===== src/rtl/mbist_march_ctrl.sv =====
// March C- memory BIST controller for one single-port synchronous SRAM (read latency 1), with first-fail capture.
// Latency: start is registered, then 10*DEPTH access cycles plus one drain cycle; done rises 10*DEPTH+2 edges after start is sampled.
// No backpressure: one SRAM access per cycle while running, start ignored while busy. Optional macro MBIST_DIAG_EN = continue on fail + fail_cnt.
module mbist_march_ctrl #(
    parameter int ADDR_W = 4,
    parameter int DATA_W = 8,
    parameter int DEPTH  = 16,
    parameter int CNT_W  = 8
) (
    input  logic              clk,
    input  logic              rstn,
    input  logic              mbist_start,
    output logic              mem_cs,
    output logic              mem_we,
    output logic [ADDR_W-1:0] mem_addr,
    output logic [DATA_W-1:0] mem_wdata,
    input  logic [DATA_W-1:0] mem_rdata,
    output logic              mbist_busy,
    output logic              mbist_done,
    output logic              mbist_fail,
    output logic [2:0]        fail_elem,
    output logic [ADDR_W-1:0] fail_addr,
    output logic [DATA_W-1:0] fail_data
`ifdef MBIST_DIAG_EN
    ,
    output logic [CNT_W-1:0]  fail_cnt
`endif
);

    // Illegal parameterisation stops elaboration rather than building a broken sequencer.
    if (DEPTH < 2 || DEPTH > (1 << ADDR_W) || CNT_W < 1) begin : g_bad_params
        $error("mbist_march_ctrl: DEPTH must be in 2..2**ADDR_W and CNT_W >= 1");
    end

`ifdef MBIST_DIAG_EN
    localparam bit STOP_ON_FAIL = 1'b0;
`else
    localparam bit STOP_ON_FAIL = 1'b1;
`endif

    localparam logic [ADDR_W-1:0] LAST_ADDR = ADDR_W'(DEPTH - 1);
    localparam logic [2:0]        ELEM_LAST = 3'd5;

    typedef enum logic [1:0] {
        ST_IDLE  = 2'd0,
        ST_RUN   = 2'd1,
        ST_DRAIN = 2'd2,
        ST_DONE  = 2'd3
    } state_t;

    state_t             r_state;
    state_t             w_state_nxt;
    logic               r_start_q;
    logic               w_go;

    // March sequencer: element 0..5, address, and read/write phase of r/w elements
    logic [2:0]         r_elem;
    logic [2:0]         w_elem_nxt;
    logic [ADDR_W-1:0]  r_addr;
    logic [ADDR_W-1:0]  w_addr_nxt;
    logic               r_wr_ph;
    logic               w_wr_ph_nxt;
    logic               w_desc;
    logic               w_rw;
    logic               w_is_read;
    logic               w_at_end;
    logic               w_step;
    logic               w_last_acc;
    logic [DATA_W-1:0]  w_wdata;
    logic [DATA_W-1:0]  w_rexp;

    // One-stage compare pipeline: describes the read issued in the previous cycle
    logic               r_cmp_vld;
    logic [DATA_W-1:0]  r_cmp_exp;
    logic [ADDR_W-1:0]  r_cmp_addr;
    logic [2:0]         r_cmp_elem;
    logic               w_cmp_act;
    logic               w_mismatch;

    logic               r_fail;
    logic [2:0]         r_fail_elem;
    logic [ADDR_W-1:0]  r_fail_addr;
    logic [DATA_W-1:0]  r_fail_data;

    logic               w_cs;
    logic               w_busy;
    logic               w_done;

    assign w_go = r_start_q && ((r_state == ST_IDLE) || (r_state == ST_DONE));

    // Register the start pulse; only honoured while idle or done
    always_ff @(posedge clk or negedge rstn) begin
        if (!rstn) begin
            r_start_q <= 1'b0;
        end else begin
            r_start_q <= mbist_start && ((r_state == ST_IDLE) || (r_state == ST_DONE));
        end
    end

    // Decode the current March step and compute the following one
    always_comb begin
        w_desc     = (r_elem == 3'd3) || (r_elem == 3'd4);
        w_rw       = (r_elem != 3'd0) && (r_elem != ELEM_LAST);
        w_is_read  = (r_elem == ELEM_LAST) || (w_rw && !r_wr_ph);
        w_at_end   = w_desc ? (r_addr == '0) : (r_addr == LAST_ADDR);
        w_step     = !w_rw || r_wr_ph;
        w_last_acc = (r_elem == ELEM_LAST) && w_at_end;
        w_wdata    = ((r_elem == 3'd1) || (r_elem == 3'd3)) ? '1 : '0;
        w_rexp     = ((r_elem == 3'd2) || (r_elem == 3'd4)) ? '1 : '0;

        w_elem_nxt  = r_elem;
        w_addr_nxt  = r_addr;
        w_wr_ph_nxt = r_wr_ph;
        if (!w_step) begin
            w_wr_ph_nxt = 1'b1;
        end else begin
            w_wr_ph_nxt = 1'b0;
            if (w_at_end) begin
                // wrap straight into the next element's start address
                w_elem_nxt = r_elem + 3'd1;
                w_addr_nxt = ((w_elem_nxt == 3'd3) || (w_elem_nxt == 3'd4)) ? LAST_ADDR : '0;
            end else begin
                w_addr_nxt = w_desc ? (r_addr - 1'b1) : (r_addr + 1'b1);
            end
        end
    end

    // Advance the sequencer once per access; restart from M0 address 0 on start
    always_ff @(posedge clk or negedge rstn) begin
        if (!rstn) begin
            r_elem  <= 3'd0;
            r_addr  <= '0;
            r_wr_ph <= 1'b0;
        end else if (w_go) begin
            r_elem  <= 3'd0;
            r_addr  <= '0;
            r_wr_ph <= 1'b0;
        end else if (r_state == ST_RUN) begin
            r_elem  <= w_elem_nxt;
            r_addr  <= w_addr_nxt;
            r_wr_ph <= w_wr_ph_nxt;
        end
    end

    // Hold expected value/address/element of each read for next-cycle compare
    always_ff @(posedge clk or negedge rstn) begin
        if (!rstn) begin
            r_cmp_vld  <= 1'b0;
            r_cmp_exp  <= '0;
            r_cmp_addr <= '0;
            r_cmp_elem <= 3'd0;
        end else begin
            r_cmp_vld <= (r_state == ST_RUN) && w_is_read;
            if ((r_state == ST_RUN) && w_is_read) begin
                r_cmp_exp  <= w_rexp;
                r_cmp_addr <= r_addr;
                r_cmp_elem <= r_elem;
            end
        end
    end

    // A read issued just before an early stop is never compared once in DONE
    assign w_cmp_act  = r_cmp_vld && ((r_state == ST_RUN) || (r_state == ST_DRAIN));
    assign w_mismatch = w_cmp_act && (mem_rdata != r_cmp_exp);

    // State register
    always_ff @(posedge clk or negedge rstn) begin
        if (!rstn) begin
            r_state <= ST_IDLE;
        end else begin
            r_state <= w_state_nxt;
        end
    end

    // Next state and per-state control outputs
    always_comb begin
        w_state_nxt = r_state;
        w_cs        = 1'b0;
        w_busy      = 1'b0;
        w_done      = 1'b0;
        case (r_state)
            ST_IDLE: begin
                if (w_go) w_state_nxt = ST_RUN;
            end
            ST_RUN: begin
                w_cs   = 1'b1;
                w_busy = 1'b1;
                // a mismatch seen in the final access cycle keeps normal timing
                if (w_last_acc) begin
                    w_state_nxt = ST_DRAIN;
                end else if (STOP_ON_FAIL && w_mismatch) begin
                    w_state_nxt = ST_DONE;
                end
            end
            ST_DRAIN: begin
                w_busy      = 1'b1;
                w_state_nxt = ST_DONE;
            end
            ST_DONE: begin
                w_done = 1'b1;
                if (w_go) w_state_nxt = ST_RUN;
            end
            default: begin
                w_state_nxt = ST_IDLE;
            end
        endcase
    end

    // Sticky fail flag and first-failure diagnostics, cleared by start
    always_ff @(posedge clk or negedge rstn) begin
        if (!rstn) begin
            r_fail      <= 1'b0;
            r_fail_elem <= 3'd0;
            r_fail_addr <= '0;
            r_fail_data <= '0;
        end else if (w_go) begin
            r_fail      <= 1'b0;
            r_fail_elem <= 3'd0;
            r_fail_addr <= '0;
            r_fail_data <= '0;
        end else if (w_mismatch && !r_fail) begin
            r_fail      <= 1'b1;
            r_fail_elem <= r_cmp_elem;
            r_fail_addr <= r_cmp_addr;
            r_fail_data <= mem_rdata ^ r_cmp_exp;
        end
    end

`ifdef MBIST_DIAG_EN
    logic [CNT_W-1:0] r_fail_cnt;

    // Saturating count of every mismatching read in the run
    always_ff @(posedge clk or negedge rstn) begin
        if (!rstn) begin
            r_fail_cnt <= '0;
        end else if (w_go) begin
            r_fail_cnt <= '0;
        end else if (w_mismatch && (r_fail_cnt != '1)) begin
            r_fail_cnt <= r_fail_cnt + 1'b1;
        end
    end

    assign fail_cnt = r_fail_cnt;
`else
    // stop-on-first-fail build: no failure counter
`endif

    // SRAM port is decoded from registered state, so reset clears it at once
    assign mem_cs     = w_cs;
    assign mem_we     = w_cs && !w_is_read;
    assign mem_addr   = w_cs ? r_addr : '0;
    assign mem_wdata  = (w_cs && !w_is_read) ? w_wdata : '0;
    assign mbist_busy = w_busy;
    assign mbist_done = w_done;
    assign mbist_fail = r_fail;
    assign fail_elem  = r_fail_elem;
    assign fail_addr  = r_fail_addr;
    assign fail_data  = r_fail_data;

endmodule


===== config.mk =====
export PLATFORM = sky130hd
export DESIGN_NAME = mbist_march_ctrl
export DESIGN_NICKNAME = d
export VERILOG_FILES = /design/src/rtl/mbist_march_ctrl.sv
export SDC_FILE = /design/constraint.sdc
export NUM_CORES = 1
export LEC_CHECK = 0
export ABC_AREA = 1
export ABC_CLOCK_PERIOD_IN_PS = 5000
export BUFFER_PORTS_ARGS = -buffer_cell sky130_fd_sc_hd__clkbuf_2
export CELL_PAD_IN_SITES_DETAIL_PLACEMENT = 1
export CELL_PAD_IN_SITES_GLOBAL_PLACEMENT = 2
export CORE_ASPECT_RATIO = 2
export CORE_MARGIN = 5
export CORE_UTILIZATION = 33
export CTS_CLUSTER_DIAMETER = 30
export CTS_CLUSTER_SIZE = 10
export DETAILED_ROUTE_END_ITERATION = 6
export HOLD_SLACK_MARGIN = 0.12
export PLACE_DENSITY_LB_ADDON = 0.1
export REMOVE_ABC_BUFFERS = 1
export SETUP_SLACK_MARGIN = 0.4
export SLEW_MARGIN = 20
export SYNTH_ARGS = -nofsm -noshare
export SYNTH_HDL_FRONTEND = slang
export SYNTH_SLANG_ARGS = --single-unit

===== constraint.sdc =====
create_clock -name clk -period 5 [get_ports clk]
set_clock_uncertainty 0.1 [all_clocks]
set_input_delay 0.5 -clock clk [delete_from_list [all_inputs] [get_ports clk]]
set_output_delay 0.5 -clock clk [all_outputs]
set_load 0.1 [all_outputs]

Yosys cells after proc, flatten, opt, wreduce, memory -nomap -nowiden:

Index checks and enable logic that the tools add are counted.

* output and inout bits: 32
* input bits: 11
* logic and storage cells: 99
* register bits: 43

* bitwise logic cells: 1
* mux-type cells: 33
* equal/unequal tests: 15
* add/subtract/negate cells: 3
* reduce and logical (&&, ||, !) cells: 34

Operators with widths (count)
* two-way mux 8 bit: 5
* two-way mux 4 bit: 9
* two-way mux 3 bit: 6
* logical AND 1 bit: 10
* == test 3 x 2 -> 1 bit (second input constant): 3
* == test 3 bit (second input constant): 3
* two-way mux 1 bit: 9
* logical OR 1 bit: 8
* != test 8 bit: 1
* nonzero test 2 bit: 4
* bitwise XOR 8 bit: 1
* two-way mux 2 bit: 3
* != test 3 bit (second input constant): 2
* one-hot mux 2 bit (3 select lines): 1
* adder 4 x 1 -> 4 bit (second input constant): 1
* == test 2 bit (second input constant): 2
* == test 4 bit (second input constant): 1
* zero test 1 bit: 4
* zero test 4 bit: 1
* AND reduction 2 bit: 2
* OR reduction 2 bit: 2
* subtractor 4 x 1 -> 4 bit (second input constant): 1
* adder 3 x 1 -> 3 bit (second input constant): 1
* == test 3 x 1 -> 1 bit (second input constant): 1
* other kinds (5): 5

Depth between registers and ports, before layout:

* word-level depth: 8
* mapped depth: 12
* depth with buffers taken out: 12

Least setup slack after synthesis:

No wires, ideal clock.

* path kind: register to output
* start point: reg r_state[1]
* end point: out mem_wdata[1]
* path slack: -0.209 ns
* cell stages (with the launch flop): 7
* data arrival time: 4.609 ns
* path buffers: 2
* required time: 4.400 ns
* path through: dfrtp_1 inv_1 ha_1 buf_2 inv_1 nor3_1 buf_4

* cells in the longest elaborated chain, start to end: 4

RTL lines
* from (decl): RTL line 51 `state_t r_state;`
* from (signal assigned): RTL line 171 `r_state <= w_state_nxt;`
* == test 2 x 1 -> 1 bit: RTL line 181 `case (r_state)`
* two-way mux 1 bit: RTL line 181
* via mem_cs: RTL line 13 `output logic mem_cs,`
* logical AND 1 bit: RTL line 252 `assign mem_wdata = (w_cs && !w_is_read) ? w_wdata : '0;`
* two-way mux 8 bit: RTL line 252
* to (decl): RTL line 16 `output logic [DATA_W-1:0] mem_wdata,`

The timed path passes the listed nets, and every way through them passes these cells.

Final worst setup path:

* start point: reg r_state[1]
* end point: out mem_wdata[6]

* cells in the longest elaborated chain, start to end: 4

RTL lines (RTL line)
* == test 2 x 1 -> 1 bit: 181
* two-way mux 1 bit: 181
* logical AND 1 bit: 252
* two-way mux 8 bit: 252

Every way passes these cells.

==> impl_metrics.csv <==
group,metric,value,unit
run_status,status,"completed",
synth,postSynthAreaPerCell,7.967,µm²
worst_setup_path,arrival,2.41,ns
grt,grt_max_degree,37,
route,via_count,1679,
floorplanning,core_area,6006,µm²
sta,maxSlewViolCount,0,
grt,track_usage,14.14,%
clock_network,worst_skew_pair.late_latency,0.28,ns
worst_setup_path,crit_path_end_kind,"primary output",
synth,ys.flop_type,"dfrtp_1",
clock_network,clkTransAtPathRegs,0.06,ns
clock_network,cts.path.max_buffers,2,
sta,rsz0062_at_grt,"no",
synth,synthMuxAreaShare,0.4908,%
floorplanning,die-area,7948,µm²
synth,yosysWarnings,0,
grt,grt.overflow.total,0,
worst_setup_path,critPathMaxFanout,10,
finish,fin_nets,313,
worst_setup_path,crit_type,"reg2out",
worst_setup_path,cp_slowest_stage_delay,0.59,ns
grt,antenna_found_initial,0,
sta,final.min_clock_period,3.014,ns
sta,maxSlewHeadroom,38.70,%
clock_network,cts_resized,0,
sta,fmax,331.8,MHz
synth,synth_compound_area_share,8.834,%
worst_setup_path,critical_path.cell_chain,"inv_1, ha_1, inv_1, nor3_1, clkbuf_2",
grt,grt_pass1_wl,8.438,mm
worst_setup_path,worstPathRequired,4.40,ns
synth,synth_seq_cells,36,
synth,synth-xor-area-share,0.4294,%
finish,fill_cells,762,
route,viasPerCell,4.730,
route,first_pass_iters,6,
min_path,min_path_type,"in2async",
sta,setup_viol,0,
clock_network,cts-buffers-inserted,5,
floorplanning,ios,43,
synth,syn_area,2039,µm²
worst_setup_path,start_kind,"register",
worst_setup_path,path_common_cell,"inv_1",
route,ant_nets,0,
route,drt_iter0_markers,88,
worst_setup_path,critPathSlowestCell,"nor3_1",
route,post_drt_wl_per_cell,14.31,µm
worst_setup_path,reg2reg_from,"r_state[0]$_DFFE_PN0P_",
clock_network,cts_tree,"done",
clock_network,hold_buffers,0,
synth,synth_cells,256,
floorplanning,die_width,65.59,µm
route,routed_wl,5.079,mm
synth,synth_edf_count,0,
synth,synthArstFlopShare,100.0,%
sta,fin_ws,1.986,ns
placed_design,port_buffers,42,
worst_setup_path,startpoint,"r_state[1]$_DFFE_PN0P_",
synth,ys_seq_area_share,44.17,%
sta,period_share,60.27,%
placed_design,hpwl,4.033,mm
placed_design,pre_cts_slack,2.271,ns
sta,worst_slew_pin_slew,0.9195,ns
placed_design,place.gp.congestion,0.7816,
clock_network,cts_sinks,36,
clock_network,cts_setup_buffers,0,
grt,grt_pass1_vias,1770,
clock_network,htree_levels,2,
route,drc,0,
finish,final_cell_mix,"nand2_1, clkbuf_2, inv_1, dfrtp_1, o21ai_1",
run,cap_violations,0,
clock_network,clockRootBuffer,"clkbuf_16",
sta,whs,0.2466,ns
floorplanning,initial_core_util,33.96,%
synth,synth_simple_gate_area_share,25.64,%
synth,synth_top_family_by_area,"simple AND/OR/NAND/NOR gates",
finish,antenna_cells,0,
finish,synthToLayoutAreaGrowth,16.20,%
finish,layout_commonest_cell,"nand2_1",
finish,utilization,39.46,%
floorplanning,die_h,121.2,µm
finish,drive_gt1_share,22.95,%
sta,hold_violations,0,
synth,synthAdderAreaFrac,7.117,%
floorplanning,std_cell_rows,40,
synth,yosysUniqueCellTypes,27,
synth_stat cells, types with 4 or more instances:
library cell | count | share of area (%)
nor2_1 | 15 | 2.8
inv_2 | 4 | 0.74
buf_4 | 8 | 2.9
o21ai_1 | 17 | 4.2
a21oi_1 | 5 | 1.2
inv_1 | 36 | 6.6
dfrtp_1 | 36 | 44
ha_1 | 10 | 6.1
nand3_2 | 5 | 2.5
nand2_1 | 70 | 13
o21ai_0 | 9 | 2.2
nand3_1 | 16 | 3.9
sequential cells by signal, summed over array words and instances, names as in the netlist:
name and flops:
fail_data 8, fail_addr 4, r_addr 4, r_cmp_addr 4, fail_elem 3, r_cmp_elem 3
r_elem 3, r_state 2, mbist_fail 1, r_cmp_exp 1, r_cmp_vld 1, r_start_q 1
r_wr_ph 1
kinds of logic after synthesis:
logic type,after synthesis
AO/OA/AOI/OAI,35
XOR/XNOR,1
adder cells (fa/ha/maj),11
buffers and inverters,56
flip-flops,36
multiplexers,1
AND/OR/NAND/NOR,116
area by class of cell:
class	count	area (µm²)	area share, %
well taps	63	78.83	3.326
multi-input cells	164	867.1	36.59
inverters	42	162.7	6.864
flip-flops and latches	36	900.9	38.01
repair buffers	42	210.2	8.870
clock buffers	7	142.6	6.019
clock inverters	1	7.507	0.3168
through the flow:
| step | cells | cell area, µm² | TNS, ns |
|---|---|---|---|
| global placement | 347 | 2220 | 0 |
| finish | 355 | 2370 | 0 |
| floorplan | 242 | 1931 | -103.75 |
| CTS | 355 | 2370 | 0 |
| global route | 355 | 2370 | 0 |
| detailed placement | 347 | 2220 | 0 |
path summary, 6_finish.rpt:
check | to | slack [ns] | cells after the start
min in group clk | r_start_q$_DFF_PN0_ | 0.31 | 3
setup reg to reg | r_addr[2]$_DFFE_PN0P_ | 2.72 | 9
hold reg to reg | r_cmp_addr[2]$_DFFE_PN0P_ | 0.38 | 2
max in group asynchronous | r_state[1]$_DFFE_PN0P_ | 3.98 | 1
setup / recovery | mem_wdata[6] | 1.99 | 5
hold / removal | fail_data[2]$_DFFE_PN0P_ | 0.25 | 1
layer usage:
metal	global-route usage (%)	wire length (µm)
met1	13.39	1845
met4	5.974	130
met2	27.30	2883
met5	0	0
met3	3.707	221
worst max-delay path, delay by kind of cell, from the launching register on:
family	cells	cell delay, ns
adder cells (fa/ha/maj)	1	0.40
buffers and inverters	3	0.74
flip-flops	1	0.40
AND/OR/NAND/NOR	1	0.59
Power is not shown: default switching activity piles up to over one toggle a cycle in this logic, so the estimate is an artifact.
